===== src/rtl/mips_pipe_pkg.sv =====
// Shared constants and types for the 5-stage MIPS pipeline: reset PC, bubble
// instruction, opcode/funct codes and instruction field positions used by the
// front-end registers, hazard unit and forwarding logic.
package mips_pipe_pkg;

    localparam logic [31:0] PC_RESET = 32'h0000_3000;
    localparam logic [31:0] NOP_WORD = 32'h0000_0000;

    // Primary opcodes (instr[31:26])
    localparam logic [5:0] OP_SPECIAL = 6'b000000;
    localparam logic [5:0] OP_REGIMM  = 6'b000001;
    localparam logic [5:0] OP_J       = 6'b000010;
    localparam logic [5:0] OP_JAL     = 6'b000011;
    localparam logic [5:0] OP_BEQ     = 6'b000100;
    localparam logic [5:0] OP_BNE     = 6'b000101;
    localparam logic [5:0] OP_ADDIU   = 6'b001001;
    localparam logic [5:0] OP_ORI     = 6'b001101;
    localparam logic [5:0] OP_LUI     = 6'b001111;
    localparam logic [5:0] OP_LW      = 6'b100011;
    localparam logic [5:0] OP_SW      = 6'b101011;

    // SPECIAL funct codes (instr[5:0])
    localparam logic [5:0] FN_SLL  = 6'b000000;
    localparam logic [5:0] FN_JR   = 6'b001000;
    localparam logic [5:0] FN_JALR = 6'b001001;
    localparam logic [5:0] FN_ADDU = 6'b100001;
    localparam logic [5:0] FN_SUBU = 6'b100011;

    // Register field positions
    localparam int RS_MSB = 25;
    localparam int RS_LSB = 21;
    localparam int RT_MSB = 20;
    localparam int RT_LSB = 16;
    localparam int RD_MSB = 15;
    localparam int RD_LSB = 11;

    // Everything the D/E register carries, packed so one register cell holds it
    typedef struct packed {
        logic [31:0] ir;
        logic [31:0] pc4;
        logic [31:0] rs_val;
        logic [31:0] rt_val;
        logic [31:0] imm;
    } de_regs_t;

    function automatic logic [4:0] rs_of(input logic [31:0] instr);
        return instr[RS_MSB:RS_LSB];
    endfunction

    function automatic logic [4:0] rt_of(input logic [31:0] instr);
        return instr[RT_MSB:RT_LSB];
    endfunction

    function automatic logic [4:0] rd_of(input logic [31:0] instr);
        return instr[RD_MSB:RD_LSB];
    endfunction

endpackage


===== src/rtl/front_pipe_regs_if.sv =====
// Bundle between the front-end registers and the surrounding core: fetch
// address/data, hazard stall, D-stage next-PC decision and operands, and the
// F/D and D/E register outputs. The slave modport is the register block.
interface front_pipe_regs_if;

    logic [31:0] instr_f;
    logic [31:0] pc_f;
    logic        stall;
    logic        npc_sel_d;
    logic [31:0] npc_target_d;
    logic [31:0] rs_val_d;
    logic [31:0] rt_val_d;
    logic [31:0] imm_ext_d;
    logic [31:0] ir_d;
    logic [31:0] pc4_d;
    logic [31:0] ir_e;
    logic [31:0] pc4_e;
    logic [31:0] rs_val_e;
    logic [31:0] rt_val_e;
    logic [31:0] imm_e;

    modport master (
        output instr_f, stall, npc_sel_d, npc_target_d,
               rs_val_d, rt_val_d, imm_ext_d,
        input  pc_f, ir_d, pc4_d, ir_e, pc4_e, rs_val_e, rt_val_e, imm_e
    );

    modport slave (
        input  instr_f, stall, npc_sel_d, npc_target_d,
               rs_val_d, rt_val_d, imm_ext_d,
        output pc_f, ir_d, pc4_d, ir_e, pc4_e, rs_val_e, rt_val_e, imm_e
    );

endinterface


===== src/rtl/pipe_reg_en_clr.sv =====
// Generic pipeline register: async active-low reset to RESET_VAL, synchronous
// clear to CLEAR_VAL (takes priority over enable), otherwise loads d when en=1.
module pipe_reg_en_clr #(
    parameter int               WIDTH     = 32,
    parameter logic [WIDTH-1:0] RESET_VAL = '0,
    parameter logic [WIDTH-1:0] CLEAR_VAL = '0
) (
    input  logic             clk,
    input  logic             reset_n,
    input  logic             en,
    input  logic             clr,
    input  logic [WIDTH-1:0] d,
    output logic [WIDTH-1:0] q
);

    // Reset, then clear-to-value, then load when enabled, else hold
    always_ff @(posedge clk or negedge reset_n) begin
        if (!reset_n) begin
            q <= RESET_VAL;
        end else if (clr) begin
            q <= CLEAR_VAL;
        end else if (en) begin
            q <= d;
        end
    end

endmodule


===== src/rtl/front_pipe_regs.sv =====
// Front end of the 5-stage MIPS core: PC, F/D and D/E registers.
// A stall holds PC and F/D and turns D/E into a bubble. Branches have a delay
// slot, so a taken branch only redirects the PC and never flushes F/D.
// Optional build macro FRONT_STALL_CNT_EN adds a saturating stall_cnt output.
module front_pipe_regs #(
    parameter logic [31:0] PC_RESET = mips_pipe_pkg::PC_RESET,
    parameter logic [31:0] NOP_WORD = mips_pipe_pkg::NOP_WORD
) (
    input  logic clk,
    input  logic reset_n,
    front_pipe_regs_if.slave bus
`ifdef FRONT_STALL_CNT_EN
    ,
    output logic [31:0] stall_cnt
`endif
);

    import mips_pipe_pkg::*;

    localparam logic [63:0]  FD_RESET = {NOP_WORD, 32'h0};
    localparam logic [159:0] DE_EMPTY = {NOP_WORD, 128'h0};

    logic [31:0] pc_plus4;
    logic [31:0] npc;
    logic [63:0] fd_q;
    de_regs_t    de_d;
    de_regs_t    de_q;

    // Target low bits are dropped so the PC can never become misaligned
    always_comb begin
        pc_plus4 = bus.pc_f + 32'd4;
        npc      = bus.npc_sel_d ? {bus.npc_target_d[31:2], 2'b00} : pc_plus4;
    end

    pipe_reg_en_clr #(
        .WIDTH    (32),
        .RESET_VAL(PC_RESET),
        .CLEAR_VAL(PC_RESET)
    ) u_pc (
        .clk    (clk),
        .reset_n(reset_n),
        .en     (~bus.stall),
        .clr    (1'b0),
        .d      (npc),
        .q      (bus.pc_f)
    );

    pipe_reg_en_clr #(
        .WIDTH    (64),
        .RESET_VAL(FD_RESET),
        .CLEAR_VAL(FD_RESET)
    ) u_fd (
        .clk    (clk),
        .reset_n(reset_n),
        .en     (~bus.stall),
        .clr    (1'b0),
        .d      ({bus.instr_f, pc_plus4}),
        .q      (fd_q)
    );

    // D/E input gathers the F/D contents with the forwarded D-stage operands
    always_comb begin
        de_d.ir     = fd_q[63:32];
        de_d.pc4    = fd_q[31:0];
        de_d.rs_val = bus.rs_val_d;
        de_d.rt_val = bus.rt_val_d;
        de_d.imm    = bus.imm_ext_d;
    end

    pipe_reg_en_clr #(
        .WIDTH    (160),
        .RESET_VAL(DE_EMPTY),
        .CLEAR_VAL(DE_EMPTY)
    ) u_de (
        .clk    (clk),
        .reset_n(reset_n),
        .en     (1'b1),
        .clr    (bus.stall),
        .d      (de_d),
        .q      (de_q)
    );

    // Fan register contents back out onto the bus
    always_comb begin
        bus.ir_d     = fd_q[63:32];
        bus.pc4_d    = fd_q[31:0];
        bus.ir_e     = de_q.ir;
        bus.pc4_e    = de_q.pc4;
        bus.rs_val_e = de_q.rs_val;
        bus.rt_val_e = de_q.rt_val;
        bus.imm_e    = de_q.imm;
    end

`ifdef FRONT_STALL_CNT_EN
    // Count stalled edges, sticking at all-ones instead of wrapping
    always_ff @(posedge clk or negedge reset_n) begin
        if (!reset_n) begin
            stall_cnt <= 32'h0;
        end else if (bus.stall && (stall_cnt != 32'hFFFF_FFFF)) begin
            stall_cnt <= stall_cnt + 32'd1;
        end
    end
`endif

endmodule


===== src/flat_wrapper.sv =====
// flat-port wrapper written by rule: the top's interface ports become plain ports
module front_pipe_regs_flat import mips_pipe_pkg::*;
#(
    parameter logic [31:0] PC_RESET = mips_pipe_pkg::PC_RESET,
    parameter logic [31:0] NOP_WORD = mips_pipe_pkg::NOP_WORD
)
  (clk, reset_n, bus_instr_f, bus_stall, bus_npc_sel_d, bus_npc_target_d, bus_rs_val_d, bus_rt_val_d, bus_imm_ext_d, bus_pc_f, bus_ir_d, bus_pc4_d, bus_ir_e, bus_pc4_e, bus_rs_val_e, bus_rt_val_e, bus_imm_e);
  front_pipe_regs_if bus_i ();
  input  logic clk;
  input  logic reset_n;
  input wire logic [$bits(bus_i.instr_f)-1:0] bus_instr_f;
  input wire logic [$bits(bus_i.stall)-1:0] bus_stall;
  input wire logic [$bits(bus_i.npc_sel_d)-1:0] bus_npc_sel_d;
  input wire logic [$bits(bus_i.npc_target_d)-1:0] bus_npc_target_d;
  input wire logic [$bits(bus_i.rs_val_d)-1:0] bus_rs_val_d;
  input wire logic [$bits(bus_i.rt_val_d)-1:0] bus_rt_val_d;
  input wire logic [$bits(bus_i.imm_ext_d)-1:0] bus_imm_ext_d;
  output wire logic [$bits(bus_i.pc_f)-1:0] bus_pc_f;
  output wire logic [$bits(bus_i.ir_d)-1:0] bus_ir_d;
  output wire logic [$bits(bus_i.pc4_d)-1:0] bus_pc4_d;
  output wire logic [$bits(bus_i.ir_e)-1:0] bus_ir_e;
  output wire logic [$bits(bus_i.pc4_e)-1:0] bus_pc4_e;
  output wire logic [$bits(bus_i.rs_val_e)-1:0] bus_rs_val_e;
  output wire logic [$bits(bus_i.rt_val_e)-1:0] bus_rt_val_e;
  output wire logic [$bits(bus_i.imm_e)-1:0] bus_imm_e;
  assign bus_i.instr_f = bus_instr_f;
  assign bus_i.stall = bus_stall;
  assign bus_i.npc_sel_d = bus_npc_sel_d;
  assign bus_i.npc_target_d = bus_npc_target_d;
  assign bus_i.rs_val_d = bus_rs_val_d;
  assign bus_i.rt_val_d = bus_rt_val_d;
  assign bus_i.imm_ext_d = bus_imm_ext_d;
  assign bus_pc_f = bus_i.pc_f;
  assign bus_ir_d = bus_i.ir_d;
  assign bus_pc4_d = bus_i.pc4_d;
  assign bus_ir_e = bus_i.ir_e;
  assign bus_pc4_e = bus_i.pc4_e;
  assign bus_rs_val_e = bus_i.rs_val_e;
  assign bus_rt_val_e = bus_i.rt_val_e;
  assign bus_imm_e = bus_i.imm_e;
  front_pipe_regs #(.PC_RESET(PC_RESET), .NOP_WORD(NOP_WORD)) u_core (.clk(clk), .reset_n(reset_n), .bus(bus_i));
endmodule

===== config.mk =====
export PLATFORM = sky130hd
export DESIGN_NAME = front_pipe_regs_flat
export DESIGN_NICKNAME = d
export VERILOG_FILES = /design/src/rtl/mips_pipe_pkg.sv /design/src/rtl/front_pipe_regs_if.sv /design/src/rtl/pipe_reg_en_clr.sv /design/src/rtl/front_pipe_regs.sv /design/src/flat_wrapper.sv
export SDC_FILE = /design/constraint.sdc
export NUM_CORES = 1
export LEC_CHECK = 0
export CELL_PAD_IN_SITES_DETAIL_PLACEMENT = 1
export CELL_PAD_IN_SITES_GLOBAL_PLACEMENT = 1
export CORE_MARGIN = 8
export CORE_UTILIZATION = 29
export DETAILED_ROUTE_END_ITERATION = 8
export GPL_TIMING_DRIVEN = 1
export PLACE_DENSITY = 0.85
export SYNTH_ARGS = -nofsm -noshare
export SYNTH_HDL_FRONTEND = slang
export SYNTH_SLANG_ARGS = --single-unit

===== constraint.sdc =====
create_clock -name clk -period 1.9 [get_ports clk]
set_input_delay 0.19 -clock clk [delete_from_list [all_inputs] [get_ports clk]]
set_output_delay 0.19 -clock clk [all_outputs]
set_load 0.01 [all_outputs]

* After elaboration in Yosys (flattened, before gate mapping)
Cells that the tools add are included.
** Word-level totals
- Bits in registers :: 256
- Bits of input ports :: 164
- Output and inout port bits :: 256
- Word-level logic and storage cells :: 6
** Operators by class
- Add/sub/neg operators :: 1
- Multiplexer cells :: 2
** Operators with widths (number)
- $mux W160 :: 1
- $add A32 B3 Y32 const B :: 1
- $mux W32 :: 1

* Longest topological paths before layout
Gate-level depths: netlist (run 1).
- Depth in word-level cells :: 2
- Gate-level depth with buffers :: 8
- Depth with buffers taken out :: 5

* Hierarchy
From an unflattened synthesis (run 1), not the netlist that was laid out.
** Second synthesis, totals
- Cell total of the unflattened synthesis :: 998
- Area total of the unflattened synthesis :: 11539.8 um^2
** Modules (own cells, without submodules)
- pipe_reg_en_clr at u_core.u_de :: times used 1, cells an instance 516, area an instance 6493.7 um^2, sequential area each 4003.8 um^2
- pipe_reg_en_clr at u_core.u_fd :: times used 1, cells an instance 206, area an instance 2611.3 um^2, sequential area each 1601.5 um^2
- pipe_reg_en_clr at u_core.u_pc :: times used 1, cells an instance 103, area an instance 1328.8 um^2, sequential area each 803.3 um^2
- front_pipe_regs :: times used 1, cells an instance 173, area an instance 1106.1 um^2, sequential area each 0.0 um^2

* Worst setup path after synthesis (run 1)
Ideal clock, no wire load.
- Path type :: register to register
- Start :: register u_core.u_pc.q[18]
- End :: register u_core.u_fd.q[30]
- Setup time :: 82 ps
- Arrival time :: 2066 ps
- Data required time :: 1818 ps
- Path slack :: -247 ps
- Cell stages (with the launch flop) :: 8
- Path buffers :: 3
- Period minus slack after synthesis :: 2147 ps
- Path through :: dfrtp_1 buf_2 nand4_2 or4_1 buf_2 buf_6 or4_1 a31oi_1
** On the way
- Cells in the longest elaborated chain, start to end :: 1
** Ends and longest elaborated chain
- from (decl) :: RTL line pipe_reg_en_clr.sv:13 : output logic [WIDTH-1:0] q
- from (signal assigned) :: RTL line pipe_reg_en_clr.sv:19 : q <= RESET_VAL;
- from (signal assigned) :: RTL line pipe_reg_en_clr.sv:21 : q <= CLEAR_VAL;
- from (signal assigned) :: RTL line pipe_reg_en_clr.sv:23 : q <= d;
- $add A32 B3 Y32 :: RTL line front_pipe_regs.sv:31 : pc_plus4 = bus.pc_f + 32'd4;
- to (signal assigned) :: RTL line pipe_reg_en_clr.sv:19
- to (signal assigned) :: RTL line pipe_reg_en_clr.sv:21
- to (signal assigned) :: RTL line pipe_reg_en_clr.sv:23
- to (decl) :: RTL line pipe_reg_en_clr.sv:13
Every way passes these cells.
A chain may end at the register's enable or synchronous reset.

* Final worst setup path (run 1)
- Start :: register u_core.u_pc.q[19]
- End :: register u_core.u_pc.q[26]
** On the way
- Cells in the longest elaborated chain, start to end :: 2
** Ends and longest elaborated chain
- $add A32 B3 Y32 :: RTL line front_pipe_regs.sv:31
- $mux W32 :: RTL line front_pipe_regs.sv:32 : npc = bus.npc_sel_d ? {bus.npc_target_d[31:2], 2'b00} : pc_plus4;
Every way passes these cells.

==> results.json, run 1 <==
{
  "synth_top_family_by_area": "simple AND/OR/NAND/NOR gates",
  "synth-seq-cells": 251,
  "syn2layout_area_growth_pct": 66.1,
  "grt_pass1_vias": 9595,
  "clockBufferDepth": 3,
  "fin_skew_ns": 0.0262,
  "critPathRequiredTime_ns": 2.35,
  "syn_area_per_cell_um2": 11.9,
  "drive_gt1_share_pct": 15.8,
  "vias": 8604,
  "worst-path-buf-inv": 2,
  "core_um2": 33500,
  "critPathTopFamily": "simple AND/OR/NAND/NOR gates",
  "synth-async-reset-ratio_pct": 100,
  "r2r_cells": 6,
  "synthAdderAreaFrac_pct": 0.127,
  "rr_startpoint": "u_core.u_pc.q[19]",
  "gr-total-overflow": 0,
  "cts_root_buf": "clkbuf_16",
  "dr.max_layer_used": "met5",
  "drc": 0,
  "slowest_stage": "or4_4",
  "min_path_type": "in -> reg",
  "slew_violations": 0,
  "ys_top_cells_by_area": "dfrtp_1, nor2b_1, mux2_2, clkbuf_1, nand2_1",
  "crit_arrival_ns": 2.43,
  "violations": "setup timing",
  "ys_seq_area_share_pct": 63.7,
  "cp-end-kind": "flip-flop",
  "drtAntennaViolNets": 0,
  "met1_length_um": 15400,
  "r2r_setup_slack_ns": -0.08,
  "die_y_um": 200,
  "power_leakage_nw": 6.92,
  "post-route-util_pct": 48.9,
  "yosysUniqueCellTypes": 52,
  "fmax_mhz": 504,
  "yosys_warnings": 0,
  "cellPowerDensity_nw_per_um2": 954,
  "min_from": "bus_stall",
  "grtUsageTotal_pct": 19.7,
  "path_cells": "nand4_4, or4_4, buf_4, buf_16, or3_1, o211ai_1",
  "ios": 420,
  "nets": 1473,
  "wl_met2_um": 21200,
  "outcome": "finished with violations",
  "path_max_fanout": 11,
  "totalWireLength_um": 41300,
  "synth_flop_cell": "dfrtp_1",
  "cts_tree": "yes",
  "start_util_pct": 29.4,
  "clk_pin_slew_ns": 0.06,
  "die-area_um2": 40200,
  "cp-startpoint": "u_core.u_pc.q[19]",
  "slew_headroom_pct": 61.5,
  "fin_crit_sh_pct": 104,
  "drv_cap": 0,
  "synth_edf_count": 0,
  "cts-buffers-inserted": 29,
  "cp_num_cells": 6,
  "htreeDepth": 1,
  "final_cell_count_no_fill": 1783,
  "cpPeakStageDelay_ns": 0.56,
  "ir_drop_mv": 0.618,
  "tightestPinTransition_ns": 0.573,
  "setup_violations": 7,
  "fin_crit_ns": 1.98,
  "dr.pass1.iters": 5,
  "cts_num_sinks": 251,
  "rsz0062_at_grt": "true",
  "routabilityCongestion": 0.812,
  "insertion_delay_ns": 0.56,
  "power_mw": 15.6,
  "critPathLaunchType": "flip-flop",
  "synth_top_area_share_pct": 63.2,
  "grt_max_degree": 85,
  "wl_per_cell_um": 23.2,
  "yosys.area_share.simple_pct": 19.7,
  "std_cell_rows": 67,
  "setup_tns_ns": -0.271,
  "dr_wl_met3_um": 3190,
  "crit_type": "reg -> reg",
  "synthMuxAreaShare_pct": 4.08,
  "synth-xor-area-share_pct": 0.977,
  "setup_slack_ns": -0.0836,
  "synthCells": 830,
  "hpwl_um": 30600,
  "io_buffers": 413,
  "whs_path_depth": 3,
  "fp.dieW_um": 200,
  "routed_via_density": 4.83,
  "dp_cells": 1715,
  "grt_pass1_wl_um": 62000,
  "drtIter0Drc": 558,
  "synth_compound_area_share_pct": 8.14,
  "syn_area_um2": 9860,
  "antenna_found_initial": 6,
  "hold_viol": 0,
  "synth_top_area_cell": "dfrtp_1"
}
registers in the layout, summed over array words and instances, names as in the netlist:
signal / cells
u_core.u_fd.q: 62
u_core.u_de.q: 159
u_core.u_pc.q: 30
final cells by class:
| type | count | area, um2 |
|---|---|---|
| multi-input combinational | 508 | 3390 |
| fill | 3505 | 17100 |
| antenna | 5 | 12.5 |
| clock buffer | 40 | 857 |
| clock inverter | 13 | 223 |
| timing repair buffer | 510 | 5020 |
| sequential | 251 | 6290 |
| inverter | 8 | 30.0 |
| tap | 448 | 561 |
tightest hold or removal path, cell delays in order:
cell	delay (ns)
clkbuf_8	0.22
a21oi_1	0.11
o311ai_0	0.07
where the power goes:
part	switching [mW]	leakage (nW)	internal, mW
sequential	0.318	3.11	5.84
combinational	1.48	3.27	1.73
clock	2.31	0.538	3.95
total	4.11	6.92	11.5
layer usage:
| metal | vias to the layer above | track usage [%] |
|---|---|---|
| met5 | - | 0 |
| met1 | 4331 | 21.4 |
| met4 | 2 | 7.81 |
| li1 | 3815 | - |
| met3 | 85 | 5.71 |
| met2 | 371 | 35.6 |
layout by cell type (no fill, tap or decap), types with 7 or more instances in the layout:
cell / n
nor2_1: 30
a21oi_1: 12
or4_1: 10
nand2_1: 37
nand3_1: 26
a31oi_1: 16
and3_1: 7
buf_4: 84
a22oi_1: 13
nor3_1: 11
buf_12: 8
clkbuf_16: 29
or4_4: 8
dlymetal6s2s_1: 11
mux2_2: 34
clkbuf_8: 10
inv_1: 8
clkdlybuf4s50_1: 392
nand4_1: 10
o21ai_0: 26
o31ai_1: 15
dfrtp_1: 246
nor4_1: 7
nor2b_1: 163
dlygate4sd2_1: 8
through the flow:
step / hold slack [ns] / instance area (um2) / setup slack, ns
after floorplan: -0.106 / 9930 / -0.200
after global placement: 0.158 / 15100 / -0.0417
after detailed placement: 0.159 / 15100 / -0.101
after CTS: 0.0534 / 16200 / -0.0417
after global routing: 0.0981 / 16400 / -0.149
final: 0.0901 / 16400 / -0.0836
worst paths after layout:
check | endpoint
setup / recovery | u_core.u_pc.q[26]
hold / removal | u_core.u_pc.q[16]
setup reg to reg | u_core.u_pc.q[26]
hold reg to reg | u_core.u_de.q[103]
max in group asynchronous | u_core.u_de.q[16]
min in group asynchronous | u_core.u_de.q[101]
cells in the mapped netlist, types with 2 or more instances:
library cell    n
a211o_1         2
a21oi_1        12
a22o_1          2
a22oi_1        13
a2bb2oi_1       4
a31oi_1        16
and2_1          4
and3_1          7
and4_1          4
buf_1           3
buf_2           4
buf_4           6
clkbuf_1       53
dfrtp_1       249
dfstp_2         2
inv_1           8
mux2_2         34
mux2i_1         2
nand2_1        37
nand3_1        27
nand4_1        10
nand4b_1        2
nor2_1         30
nor2b_1       163
nor3_1         12
nor4_1          8
o211ai_1        6
o21ai_0        26
o22ai_1         5
o311a_1         2
o311ai_0        8
o31ai_1        15
or3_1           9
or4_1          18
xnor2_1         6
xor2_1          5
what timing repair did:
item                                    CTS  global route
gates cloned                              1             0
gates resized for setup                  18            31
hold buffers                              1             0
pin swaps                                 7            11
hold endpoints to repair                 78             0
endpoints found under the setup margin   23            32
setup buffers                             3             6
cells by family (layout without fill, tap and decap cells):
| kind of cell | count (synthesis) | after routing |
|---|---|---|
| other | 1 | 10 |
| AO/OA/AOI/OAI | 118 | 118 |
| AND/OR/NAND/NOR | 337 | 337 |
| XOR/XNOR | 11 | 11 |
| buffers and inverters | 75 | 571 |
| flip-flops | 251 | 251 |
| adder cells (fa/ha/maj) | 1 | 1 |
| multiplexers | 36 | 36 |
No activity file was read; power rests on OpenSTA's default activity.
==> run 2: changes to the inputs <==
ABC_CLOCK_PERIOD_IN_PS = 1900   (was not set)
==> results of run 2 <==
Final layout, timing and power as in run 1 (identical DEF).
==> run 3: changes to the inputs <==
CTS_CLUSTER_SIZE = 40   (was not set)
==> results of run 3 <==
Final layout, timing and power as in run 1 (identical DEF).
